==> config.mk <==
export PLATFORM = sky130hd
export DESIGN_NAME = pipe_stage_ctrl_flat
export DESIGN_NICKNAME = d
export VERILOG_FILES = /design/src/rtl/pipe_stage_ctrl_if.sv /design/src/rtl/pipe_stage_ctrl.sv /design/src/flat_wrapper.sv
export SDC_FILE = /design/constraint.sdc
export NUM_CORES = 1
export LEC_CHECK = 0
export CAP_MARGIN = 20
export CORE_MARGIN = 3
export CORE_UTILIZATION = 30
export DETAILED_ROUTE_END_ITERATION = 7
export GPL_ROUTABILITY_DRIVEN = 0
export GPL_TIMING_DRIVEN = 0
export PLACE_DENSITY = 0.65
export SLEW_MARGIN = 20
export SYNTH_ARGS = -nofsm -noshare
export SYNTH_HDL_FRONTEND = slang
export SYNTH_SLANG_ARGS = --single-unit
export TNS_END_PERCENT = 50
==> constraint.sdc <==
create_clock -name CLK -period 12.5 [get_ports CLK]
set_clock_uncertainty 0.2 [all_clocks]
set_input_delay 1.25 -clock CLK [delete_from_list [all_inputs] [get_ports CLK]]
set_output_delay 1.25 -clock CLK [all_outputs]
set_load 0.03 [all_outputs]
==> src/rtl/pipe_stage_ctrl_if.sv <==
// Handshake/bus bundle between the datapath and pipe_stage_ctrl.
// Optional perf counters appear when PIPE_PERF_EN is defined.
interface pipe_stage_ctrl_if #(
    parameter int DEPTH = 4,
    parameter int WIDTH = 64,
    parameter int REGW  = 5
);
    logic                    in_valid;
    logic [WIDTH-1:0]        in_data;
    logic [REGW-1:0]         in_rs;
    logic [REGW-1:0]         in_rt;
    logic [REGW-1:0]         in_rd;
    logic                    in_wen;
    logic                    in_load;
    logic                    ihit;
    logic                    dwait;
    logic [DEPTH-1:0]        flush_mask;
    logic                    in_ready;
    logic [DEPTH-1:0]        stage_valid;
    logic [DEPTH*WIDTH-1:0]  stage_data;
    logic [DEPTH*REGW-1:0]   stage_rd;
    logic                    hz_stall;
    logic                    retire;
`ifdef PIPE_PERF_EN
    logic [31:0]             perf_retired;
    logic [31:0]             perf_freeze;
    logic [31:0]             perf_bubble;
`endif

    modport master (
        output in_valid, in_data, in_rs, in_rt, in_rd, in_wen, in_load,
               ihit, dwait, flush_mask,
        input  in_ready, stage_valid, stage_data, stage_rd, hz_stall, retire
`ifdef PIPE_PERF_EN
             , perf_retired, perf_freeze, perf_bubble
`endif
    );

    modport slave (
        input  in_valid, in_data, in_rs, in_rt, in_rd, in_wen, in_load,
               ihit, dwait, flush_mask,
        output in_ready, stage_valid, stage_data, stage_rd, hz_stall, retire
`ifdef PIPE_PERF_EN
             , perf_retired, perf_freeze, perf_bubble
`endif
    );
endinterface

==> src/rtl/pipe_stage_ctrl.sv <==
// Pipeline-register chain with valid bits, global freeze, load-use bubble and sticky flush.
// Optional PIPE_PERF_EN adds retire/freeze/bubble event counters.
module pipe_stage_ctrl #(
    parameter int DEPTH = 4,
    parameter int WIDTH = 64,
    parameter int REGW  = 5
) (
    input  logic                 CLK,
    input  logic                 RST,
    pipe_stage_ctrl_if.slave     bus
);
    typedef struct packed {
        logic             valid;
        logic [WIDTH-1:0] data;
        logic [REGW-1:0]  rs;
        logic [REGW-1:0]  rt;
        logic [REGW-1:0]  rd;
        logic             wen;
        logic             load;
    } rec_t;

    rec_t             rec_q [DEPTH];
    rec_t             rec_d [DEPTH];
    logic [DEPTH-1:0] pend_q;
    logic [DEPTH-1:0] pend_d;
    rec_t             in_rec;
    logic             freeze;
    logic [DEPTH-1:0] eff_flush;
    logic             hz;
    logic             hz_eff;

    // Hazard detection and freeze/flush qualification
    always_comb begin
        freeze    = ~bus.ihit | bus.dwait;
        eff_flush = bus.flush_mask | pend_q;
        hz = rec_q[0].valid & rec_q[1].valid & rec_q[1].load & rec_q[1].wen
           & (rec_q[1].rd != {REGW{1'b0}})
           & ((rec_q[1].rd == rec_q[0].rs) | (rec_q[1].rd == rec_q[0].rt));
        hz_eff = ~freeze & hz & ~eff_flush[0] & ~eff_flush[1];
        if (bus.in_valid) begin
            in_rec = '{valid: 1'b1, data: bus.in_data, rs: bus.in_rs, rt: bus.in_rt,
                       rd: bus.in_rd, wen: bus.in_wen, load: bus.in_load};
        end else begin
            in_rec = '0;
        end
    end

    // Next-state: hold on freeze (accumulating flushes), else shift with flush/bubble priority
    always_comb begin
        rec_d  = rec_q;
        pend_d = pend_q;
        if (freeze) begin
            pend_d = pend_q | bus.flush_mask;
        end else begin
            pend_d = {DEPTH{1'b0}};
            for (int i = 1; i < DEPTH; i++) begin
                if (eff_flush[i]) begin
                    rec_d[i] = '0;
                end else if ((i == 1) && hz_eff) begin
                    rec_d[i] = '0;
                end else begin
                    rec_d[i] = rec_q[i-1];
                end
            end
            if (eff_flush[0]) begin
                rec_d[0] = '0;
            end else if (hz_eff) begin
                rec_d[0] = rec_q[0];
            end else begin
                rec_d[0] = in_rec;
            end
        end
    end

    // Stage registers and sticky flush mask
    always_ff @(posedge CLK or posedge RST) begin
        if (RST) begin
            for (int i = 0; i < DEPTH; i++) begin
                rec_q[i] <= '0;
            end
            pend_q <= {DEPTH{1'b0}};
        end else begin
            for (int i = 0; i < DEPTH; i++) begin
                rec_q[i] <= rec_d[i];
            end
            pend_q <= pend_d;
        end
    end

    // Output unpacking; in_ready is gated by RST so fetch never sees a grant during reset
    always_comb begin
        bus.stage_valid = {DEPTH{1'b0}};
        bus.stage_data  = {(DEPTH*WIDTH){1'b0}};
        bus.stage_rd    = {(DEPTH*REGW){1'b0}};
        for (int i = 0; i < DEPTH; i++) begin
            bus.stage_valid[i]              = rec_q[i].valid;
            bus.stage_data[i*WIDTH +: WIDTH] = rec_q[i].data;
            bus.stage_rd[i*REGW +: REGW]     = rec_q[i].rd;
        end
        bus.in_ready = ~RST & ~freeze & ~hz_eff & ~eff_flush[0];
        bus.hz_stall = hz_eff;
        bus.retire   = ~freeze & rec_q[DEPTH-1].valid;
    end

`ifdef PIPE_PERF_EN
    logic [31:0] perf_ret_q;
    logic [31:0] perf_frz_q;
    logic [31:0] perf_bub_q;

    // Free-running wrap-around event counters
    always_ff @(posedge CLK or posedge RST) begin
        if (RST) begin
            perf_ret_q <= 32'd0;
            perf_frz_q <= 32'd0;
            perf_bub_q <= 32'd0;
        end else begin
            perf_ret_q <= perf_ret_q + {31'd0, bus.retire};
            perf_frz_q <= perf_frz_q + {31'd0, freeze};
            perf_bub_q <= perf_bub_q + {31'd0, hz_eff};
        end
    end

    assign bus.perf_retired = perf_ret_q;
    assign bus.perf_freeze  = perf_frz_q;
    assign bus.perf_bubble  = perf_bub_q;
`endif
endmodule

==> src/flat_wrapper.sv <==
// flat-port wrapper written by rule: the top's interface ports become plain ports
module pipe_stage_ctrl_flat 
#(
    parameter int DEPTH = 4,
    parameter int WIDTH = 64,
    parameter int REGW  = 5
)
  (CLK, RST, bus_in_valid, bus_in_data, bus_in_rs, bus_in_rt, bus_in_rd, bus_in_wen, bus_in_load, bus_ihit, bus_dwait, bus_flush_mask, bus_in_ready, bus_stage_valid, bus_stage_data, bus_stage_rd, bus_hz_stall, bus_retire);
  pipe_stage_ctrl_if #(.DEPTH(DEPTH), .WIDTH(WIDTH), .REGW(REGW)) bus_i ();
  input  logic CLK;
  input  logic RST;
  input wire logic [$bits(bus_i.in_valid)-1:0] bus_in_valid;
  input wire logic [$bits(bus_i.in_data)-1:0] bus_in_data;
  input wire logic [$bits(bus_i.in_rs)-1:0] bus_in_rs;
  input wire logic [$bits(bus_i.in_rt)-1:0] bus_in_rt;
  input wire logic [$bits(bus_i.in_rd)-1:0] bus_in_rd;
  input wire logic [$bits(bus_i.in_wen)-1:0] bus_in_wen;
  input wire logic [$bits(bus_i.in_load)-1:0] bus_in_load;
  input wire logic [$bits(bus_i.ihit)-1:0] bus_ihit;
  input wire logic [$bits(bus_i.dwait)-1:0] bus_dwait;
  input wire logic [$bits(bus_i.flush_mask)-1:0] bus_flush_mask;
  output wire logic [$bits(bus_i.in_ready)-1:0] bus_in_ready;
  output wire logic [$bits(bus_i.stage_valid)-1:0] bus_stage_valid;
  output wire logic [$bits(bus_i.stage_data)-1:0] bus_stage_data;
  output wire logic [$bits(bus_i.stage_rd)-1:0] bus_stage_rd;
  output wire logic [$bits(bus_i.hz_stall)-1:0] bus_hz_stall;
  output wire logic [$bits(bus_i.retire)-1:0] bus_retire;
  assign bus_i.in_valid = bus_in_valid;
  assign bus_i.in_data = bus_in_data;
  assign bus_i.in_rs = bus_in_rs;
  assign bus_i.in_rt = bus_in_rt;
  assign bus_i.in_rd = bus_in_rd;
  assign bus_i.in_wen = bus_in_wen;
  assign bus_i.in_load = bus_in_load;
  assign bus_i.ihit = bus_ihit;
  assign bus_i.dwait = bus_dwait;
  assign bus_i.flush_mask = bus_flush_mask;
  assign bus_in_ready = bus_i.in_ready;
  assign bus_stage_valid = bus_i.stage_valid;
  assign bus_stage_data = bus_i.stage_data;
  assign bus_stage_rd = bus_i.stage_rd;
  assign bus_hz_stall = bus_i.hz_stall;
  assign bus_retire = bus_i.retire;
  pipe_stage_ctrl #(.DEPTH(DEPTH), .WIDTH(WIDTH), .REGW(REGW)) u_core (.CLK(CLK), .RST(RST), .bus(bus_i));
endmodule
==> flow_metrics.tcl, run 1 <==
set metrics [dict create \
    final_max_slew_viol_count 0 \
    worst_slack_ns 6.641 \
    via_per_inst 4.614 \
    grt_pass1_vias 9542 \
    yosysWarnings 0 \
    status "complete, no violations" \
    grt_start_max_net_pins 106 \
    start_util_pct 30.78 \
    portBuffers 372 \
    dr.pass1.iters 4 \
    grt_pass1_wl_um 58350 \
    worst_setup_path_end_kind "primary output" \
    hp-class "flop to flop" \
    instances_no_fill 1948 \
    synth-compound-area-share_pct 20.62 \
    drt_iter0_drc 396 \
    chipHeight_um 212.1 \
    synth_top_family_by_area "compound AO/OA/AOI/OAI gates" \
    syn_nets 1067 \
    design.die.area_um2 44970 \
    antenna_found_initial 3 \
    wl_um 38690 \
    cts.sinks 298 \
    yosysSeqAreaShare_pct 58.55 \
    ys_types 27 \
    worstPathMaxFanout 10 \
    start_kind "input pin" \
    die_w_um 212.1 \
    reg2reg_slack_ns 9.51 \
    cts_tree "done" \
    grt-ovfl-total 0 \
    core-area_um2 41390 \
    post_dp_cell_area_um2 17220 \
    yosys-top-cells-area "dfrtp_1 59%, a22o_1 20%, buf_4 17%, clkbuf_1 1.3%, xnor2_1 0.69%" \
    synth_top_area_share_pct 58.55 \
    grt_setup_unrepaired "false" \
    design_area_um2 18360 \
    cts_resized 0 \
    synth-simple-area-share_pct 1.130 \
    postRouteAntennaNets 0 \
    fin_crit_sh_pct 46.87 \
    regToRegEndpoint "u_core.bus.stage_rd[4]" \
    hpwl_um 28800 \
    numCtsBuffers 36 \
    crit_type "input pin to primary output" \
    worstPathCellList "clkdlybuf4s50_1 -> nor2b_1 -> nand3_1 -> o41ai_1 -> buf_2 -> buf_2 -> nor4_1 -> clkdlybuf4s50_1" \
    maxCapViolations 0 \
    clkLatencyLatePin_ns 0.53 \
    row_count 74 \
    cts_setup_buffers 0 \
    syn_inst 977 \
    cp.required_ns 11.05 \
    syn_area_per_cell_um2 13.04 \
    cp-startpoint "bus_ihit" \
    gr-usage-all-layers_pct 17.03 \
    synthMuxAreaShare_pct 0 \
    fmax_ghz 0.1707 \
    vias 8989 \
    holdBufCountCts 0 \
    root_buffer "clkbuf_16" \
    routedWlPerCell_um 19.86 \
    r2r_cells 6 \
    setup_viol 0 \
    cp_slowest_cell "clkdlybuf4s50_1" \
    dp.cells 1885 \
    synth_top_flop_cell "dfrtp_1" \
    fin_crit_ns 5.859 \
    place_ws_ns 6.520 \
    fin_total_pwr_mw 2.194 \
    num-fill-cells 3812 \
    netlist_area_um2 12740 \
    worstHoldStart "u_core.rec_q[164]" \
    whs_path_depth 1 \
    worst_ep_arrival_time_ns 4.41 \
    clk_pin_slew_ns 0.06 \
    area.growth.synth_to_final_pct 44.18 \
    max-vdd-ir-drop_mv 0.06978 \
    hold_viol_final 0 \
    power.density_nw_per_um2 119.5 \
    yosys.area.top_type "dfrtp_1" \
    slew_headroom_pct 30.41 \
    async_flop_share_pct 100.0 \
    final_nets 1481 \
    drc_errors 0 \
    ios 373 \
    ys_ff_latch 298 \
    slowest_delay_ns 0.61 \
    p_leak_nw 8.763 \
    final_layout_size_suffix_gt1_share_pct 25.67 \
    synth_edf_count 0 \
    tightest_slew_ns 1.044 \
    reg2reg_from "u_core.bus.stage_rd[6]" \
    synth_xor_area_share_pct 0.6876 \
    cts.htree.levels 2 \
    tns_ns 0 \
    cts_buffer_depth 3 \
    min_to "u_core.rec_q[164]" \
    synthAdderAreaFrac_pct 0 \
]
[worst max-delay path, delay by kind of cell]
| family | cells | cell delay, ns |
|---|---|---|
| compound gates | 1 | 0.37 |
| buf+inv | 4 | 1.86 |
| simple gates | 3 | 0.92 |
[metal layers]
| metal | wire [um] | up-vias | track usage [%] |
|---|---|---|---|
| li1 | - | 4117 | - |
| met1 | 16100 | 4555 | 21.60 |
| met2 | 19410 | 254 | 28.81 |
| met3 | 1958 | 61 | 3.261 |
| met4 | 1202 | 2 | 6.790 |
| met5 | 20 | - | 0 |
[worst max-delay path by stage]
stage,cells past startpoint,slack [ns],endpoint
global route,8,6.45,bus_in_ready
detailed placement,8,6.52,bus_in_ready
global placement,2,-0.96,u_core.bus.stage_data[33]
finish,8,6.64,bus_in_ready
CTS,8,6.50,bus_in_ready
floorplan,1,2.82,u_core.bus.stage_data[0]
[metrics by stage]
stage | util (%) | hold WS [ns]
CTS | 44.36 | 0.2972
floorplan | - | 0.2650
global placement | 41.38 | 0.2793
global route | 44.37 | 0.3176
finish | 44.37 | 0.2950
detailed placement | 41.61 | 0.2843
[cell usage in the layout (no fill, tap or decap)]
| cell type | Yosys | routed |
|---|---|---|
| buf_1 | 1 | 1 |
| clkdlybuf4s50_1 | 0 | 372 |
| nor2_1 | 7 | 7 |
| or2_0 | 1 | 1 |
| dfrtp_1 | 298 | 298 |
| clkinv_2 | 0 | 6 |
| buf_16 | 0 | 2 |
| buf_4 | 286 | 286 |
| nor2b_1 | 1 | 1 |
| a21oi_2 | 1 | 1 |
| o22ai_1 | 1 | 1 |
| nor3_1 | 3 | 1 |
| a22o_1 | 293 | 293 |
| nand2_1 | 2 | 2 |
| clkinvlp_4 | 0 | 1 |
| xnor2_1 | 10 | 10 |
| nor3_2 | 0 | 2 |
| inv_8 | 0 | 1 |
| nand2b_1 | 1 | 1 |
| and2_1 | 2 | 2 |
| nor2_4 | 1 | 1 |
| or4_4 | 1 | 1 |
| buf_6 | 7 | 9 |
| clkbuf_8 | 0 | 11 |
| a211oi_4 | 1 | 1 |
| clkbuf_16 | 0 | 37 |
| a21o_1 | 1 | 1 |
| buf_2 | 4 | 4 |
| o41ai_1 | 1 | 1 |
| and4_1 | 1 | 1 |
| clkbuf_1 | 45 | 51 |
| diode_2 | 0 | 2 |
| nor4_1 | 2 | 2 |
| o22a_1 | 1 | 1 |
| nand3_1 | 4 | 4 |
[sequential cells by signal (all words and copies together) (netlist names)]
signal,count
u_core.bus.stage_data,256
u_core.bus.stage_rd,20
u_core.rec_q,14
u_core.bus.stage_valid,4
u_core.pend_q,4
[cells in the mapped netlist, types with 2 or more instances]
cell type	number
a22o_1	293
buf_4	286
xnor2_1	10
nand2_1	2
and2_1	2
nor3_1	3
nor4_1	2
buf_6	7
buf_2	4
nor2_1	7
clkbuf_1	45
dfrtp_1	298
nand3_1	4
[area by class of cell]
class / count / area [um2] / area share [%]
Sequential cell: 298 / 7457 / 40.61
Buffer: 343 / 2419 / 13.17
Clock buffer: 54 / 1100 / 5.989
Antenna cell: 2 / 5.005 / 0.02725
Tap cell: 532 / 665.6 / 3.625
Clock inverter: 7 / 37.54 / 0.2044
Timing Repair Buffer: 376 / 3801 / 20.70
Multi-Input combinational cell: 335 / 2868 / 15.62
Inverter: 1 / 11.26 / 0.06132
[cell families (layout without fill, tap and decap cells)]
logic type / Yosys count / in the layout
buffers and inverters: 344 / 781
DFF: 298 / 298
AOI/OAI and AO/OA: 299 / 299
other: 0 / 2
xor gates and xnor gates: 10 / 10
and+or+nand+nor: 26 / 26
[power breakdown]
part           internal (mW)  leakage [nW]  switching (mW)
Combinational         0.0876          4.06           0.105
Clock                  0.604         0.566           0.400
Sequential             0.983          4.13          0.0156
Total                   1.67          8.76           0.520
No activity file was read; power rests on OpenSTA's default activity.
==> run 2, diff against run 1 <==
--- a/config.mk
+++ b/config.mk
@@ -11,7 +11,7 @@
 export DETAILED_ROUTE_END_ITERATION = 7
 export GPL_ROUTABILITY_DRIVEN = 0
 export GPL_TIMING_DRIVEN = 0
-export PLACE_DENSITY = 0.65
+export PLACE_DENSITY = 0.67
 export SLEW_MARGIN = 20
 export SYNTH_ARGS = -nofsm -noshare
 export SYNTH_HDL_FRONTEND = slang
==> constraint.sdc (replaced) <==
create_clock -name CLK -period 4.75 [get_ports CLK]
set_clock_uncertainty 0.2 [all_clocks]
set_input_delay 0.475 -clock CLK [delete_from_list [all_inputs] [get_ports CLK]]
set_output_delay 0.475 -clock CLK [all_outputs]
set_load 0.03 [all_outputs]
==> run 2 against run 1 <==
Utilization up 0.39 points. Largest cell class unchanged. Sequential power rose to 2.6 times the previous value. Sequential cell count unchanged. Largest power group unchanged. Design area up 0.89%. Critical endpoint unchanged. Combinational power rose to 2.7 times the previous value. Clock power rose to 2.7 times the previous value.
==> flow_metrics.tcl, run 2 (same netlist as run 1, synthesis figures left out) <==
set metrics [dict create \
    design_area_um2 18530 \
    design.die.area_um2 44970 \
    chipHeight_um 212.1 \
    whs_ns 0.2357 \
    reg2reg_slack_ns 1.73 \
    cp-startpoint "bus_ihit" \
    worstPathMaxFanout 10 \
    root_buffer "clkbuf_16" \
    clk_pin_slew_ns 0.06 \
    p_leak_nw 8.832 \
    antenna_found_initial 2 \
    ios 373 \
    maxCapViolations 0 \
    setup_viol 0 \
    worst_slack_ns 0.4614 \
    cp_slowest_cell "clkdlybuf4s50_1" \
    place_ws_ns 0.4054 \
    cts_resized 0 \
    r2r_cells 6 \
    hpwl_um 29630 \
    fin_crit_sh_pct 90.29 \
    regToRegEndpoint "u_core.rec_q[262]" \
    worst_setup_path_end_kind "primary output" \
    multi_input_area_um2 2868 \
    status "complete, no violations" \
    die_w_um 212.1 \
    final_cell_mix "372 x clkdlybuf4s50_1, 298 x dfrtp_1, 293 x a22o_1" \
    final_layout_size_suffix_gt1_share_pct 26.19 \
    via_per_inst 4.638 \
    slowest_delay_ns 0.60 \
    hp-class "input pin to asynchronous set/reset pin" \
    vias 9081 \
    worstPathCellList "clkdlybuf4s50_1 -> nor2b_1 -> nand3_1 -> o41ai_1 -> buf_2 -> buf_2 -> nor4_1 -> clkdlybuf4s50_1" \
    grt-ovfl-total 0 \
    start_kind "input pin" \
    cts.sinks 298 \
    worst_ep_arrival_time_ns 3.61 \
    portBuffers 372 \
    dp.cells 1893 \
    hold_viol_final 0 \
    fmax_ghz 0.2332 \
    dr.pass1.iters 4 \
    cp.required_ns 4.07 \
    wl_um 39440 \
    cts_setup_buffers 0 \
    seqCellArea_um2 7457 \
    grt_pass1_vias 9626 \
    final_common_cell "clkdlybuf4s50_1" \
    numCtsBuffers 35 \
    post_dp_cell_area_um2 17370 \
    routedWlPerCell_um 20.14 \
    cts_buffer_depth 3 \
    gr-usage-all-layers_pct 17.20 \
    grt_setup_unrepaired "false" \
    fin_crit_ns 4.289 \
    holdBufCountCts 0 \
    reg2reg_from "u_core.bus.stage_rd[6]" \
    tightest_slew_ns 1.065 \
    final_max_slew_viol_count 0 \
    clkLatencyLatePin_ns 0.53 \
    cts.htree.levels 2 \
    core-area_um2 41390 \
    power.density_nw_per_um2 315.6 \
    row_count 74 \
    cts_tree "done" \
    cp_top_family "buffers and inverters" \
    postRouteAntennaNets 0 \
    drt_iter0_drc 418 \
    max-vdd-ir-drop_mv 0.2006 \
    largest_register_ffs 256 \
    slew_headroom_pct 28.97 \
    fin_total_pwr_mw 5.846 \
    num-fill-cells 3781 \
    crit_type "input pin to primary output" \
    final_nets 1488 \
    path_buf_inv 4 \
    start_util_pct 30.78 \
    grt_start_max_net_pins 35 \
    area.growth.synth_to_final_pct 45.45 \
    drc_errors 0 \
    instances_no_fill 1958 \
    grt_pass1_wl_um 59170 \
]
==> run 2: cell type report <==
class                           instances  share of cell area, %
Sequential cell                       298                  40.25
Antenna cell                            2                0.02701
Timing Repair Buffer                  384                  21.36
Tap cell                              532                  3.593
Inverter                                1                0.04052
Clock buffer                           46                  5.221
Buffer                                343                  13.05
Clock inverter                         17                 0.9725
Multi-Input combinational cell        335                  15.48
==> run 2: worst register-to-register path: cells and delay by family, from the launching register on <==
family / cells / cell delay, ns
AND/OR/NAND/NOR: 3 / 0.80
flip-flops: 1 / 0.46
AO/OA/AOI/OAI: 2 / 0.94
buffers and inverters: 1 / 0.56
==> run 2: where the power goes <==
| part | total (mW) | leakage, nW | switching (mW) | internal [mW] |
|---|---|---|---|---|
| clock network | 2.70 | 0.566 | 1.09 | 1.61 |
| logic | 0.522 | 4.13 | 0.279 | 0.243 |
| registers | 2.63 | 4.13 | 0.0417 | 2.58 |
==> run 2: routing by layer <==
| layer | vias up | GRT usage (%) | part of all wire, % |
|---|---|---|---|
| met3 | 75 | 3.379 | 5.0 |
| met1 | 4602 | 21.61 | 42 |
| met2 | 255 | 29.16 | 50 |
| li1 | 4147 | - | - |
| met4 | 2 | 7.021 | 3.3 |
| met5 | - | 0 | 0.051 |
==> run 2: metrics by stage <==
step                util (%)  setup TNS [ns]
floorplan                  -               0
CTS                    44.75               0
global placement       41.39         -588.46
detailed placement     41.98               0
finish                 44.76               0
global route           44.76               0
==> run 2: worst max path at each step <==
stage	to	slack (ns)	cells after the start
4_1_cts	bus_in_ready	0.40	8
5_1_grt	bus_in_ready	0.22	8
3_3_place_gp	u_core.bus.stage_data[228]	-2.00	2
6_report	bus_in_ready	0.46	8
3_5_place_dp	bus_in_ready	0.41	8
2_1_floorplan	u_core.bus.stage_data[0]	0.12	1
==> run 3, diff against run 2 <==
--- a/config.mk
+++ b/config.mk
@@ -8,6 +8,7 @@
 export CAP_MARGIN = 20
 export CORE_MARGIN = 3
 export CORE_UTILIZATION = 30
+export CTS_CLUSTER_SIZE = 12
 export DETAILED_ROUTE_END_ITERATION = 7
 export GPL_ROUTABILITY_DRIVEN = 0
 export GPL_TIMING_DRIVEN = 0
==> run 3 against run 2 <==
Critical path depth stayed put. Largest cell class unchanged. Highest routed layer unchanged. Power is 0.63% higher. Final cell count barely moved. Critical path type unchanged.
==> flow_metrics.tcl, run 3 (same netlist as run 1, synthesis figures left out) <==
set metrics [dict create \
    numCtsBuffers 35 \
    final_max_slew_viol_count 0 \
    max-vdd-ir-drop_mv 0.1760 \
    antenna_found_initial 2 \
    via_per_inst 4.610 \
    tns_ns 0 \
    design_area_um2 18540 \
    tightest_slew_ns 1.035 \
    cts_setup_buffers 0 \
    final_cell_mix "372 x clkdlybuf4s50_1, 298 x dfrtp_1, 293 x a22o_1" \
    final_common_cell "clkdlybuf4s50_1" \
    grt_pass1_vias 9627 \
    crit_type "input pin to primary output" \
    clk_pin_slew_ns 0.05 \
    cts.sinks 298 \
    grt-ovfl-total 0 \
    cp.required_ns 4.07 \
    dr.pass1.iters 4 \
    fmax_ghz 0.2338 \
    largest_register_ffs 256 \
    drt_iter0_drc 447 \
    row_count 74 \
    fin_crit_sh_pct 90.06 \
    grt_setup_unrepaired "false" \
    die_w_um 212.1 \
    post_dp_cell_area_um2 17370 \
    grt_pass1_wl_um 59140 \
    worst_ep_arrival_time_ns 3.60 \
    p_leak_nw 8.839 \
    cts_resized 0 \
    worst_setup_path_end_kind "primary output" \
    grt_start_max_net_pins 35 \
    final_nets 1488 \
    vias 9021 \
    place_ws_ns 0.4054 \
    ios 373 \
    fin_crit_ns 4.278 \
    portBuffers 372 \
    start_kind "input pin" \
    area.growth.synth_to_final_pct 45.58 \
    worstPathMaxFanout 10 \
    routedWlPerCell_um 20.08 \
    final_layout_size_suffix_gt1_share_pct 26.07 \
    status "complete, no violations" \
    hold_viol_final 0 \
    setup_viol 0 \
    cts.htree.levels 2 \
    clkLatencyLatePin_ns 0.53 \
    power.density_nw_per_um2 317.3 \
    core-area_um2 41390 \
    cts_tree "done" \
    design.die.area_um2 44970 \
    slew_headroom_pct 30.98 \
    gr-usage-all-layers_pct 17.19 \
    worst_slack_ns 0.4722 \
    whs_ns 0.2345 \
    hp-class "input pin to asynchronous set/reset pin" \
    postRouteAntennaNets 0 \
    cts_buffer_depth 3 \
    drc_errors 0 \
    holdBufCountCts 0 \
    root_buffer "clkbuf_16" \
    maxCapViolations 0 \
    final_util_pct 44.80 \
    hpwl_um 29630 \
    start_util_pct 30.78 \
    chipHeight_um 212.1 \
    wl_um 39300 \
]
run 3: cell count changes in the layout (fill, tap and decap cells not counted):
cell and delta:
bufinv_16 +1, clkbuf_1 +1, clkinv_2 -2, clkinv_4 +1, clkinvlp_4 -1, inv_6 -1
run 3: power by group:
part / total (mW) / switching, mW / internal, mW
Sequential: 2.63 / 0.0419 / 2.58
Clock: 2.74 / 1.08 / 1.66
Combinational: 0.521 / 0.278 / 0.243
run 3: area by class of cell:
type	count	area, um2
Fill cell	3774	22840
Sequential cell	298	7457
Timing Repair Buffer	384	3958
Multi-Input combinational cell	335	2868
Buffer	343	2419
Clock buffer	47	970.9
Tap cell	532	665.6
Clock inverter	15	192.7
Inverter	1	7.507
Antenna cell	2	5.005
run 3: metal layers:
layer	global-route usage, %	vias to the layer above	wire length, um
met5	0	-	20
met2	29.14	243	19680
met3	3.379	71	2034
li1	-	4150	-
met4	6.998	2	1238
met1	21.61	4555	16330
run 3: worst paths after layout:
path / start / end / slack (ns) / cells past startpoint
setup / recovery: bus_ihit / bus_in_ready / 0.47 / 8
hold / removal: RST / u_core.rec_q[261] / 0.23 / 2
setup reg to reg: u_core.bus.stage_rd[6] / u_core.rec_q[262] / 1.73 / 6
hold reg to reg: u_core.bus.stage_data[240] / u_core.bus.stage_data[240] / 0.30 / 1
max in group asynchronous: RST / u_core.bus.stage_data[214] / 3.06 / 5
min in group CLK: u_core.bus.stage_data[240] / u_core.bus.stage_data[240] / 0.30 / 1
run 3: through the flow:
stage,power (mW),std cells
after floorplan,2.942,977
after global placement,3.174,1881
after detailed placement,3.204,1893
after CTS,5.987,1955
after global routing,6.111,1956
final,5.883,1957
run 3: worst max-delay path, cell delays in order:
cell and delay, ns:
clkdlybuf4s50_1 0.47, nor2b_1 0.55, nand3_1 0.26, o41ai_1 0.35, buf_2 0.44, buf_2 0.36, nor4_1 0.08, clkdlybuf4s50_1 0.60
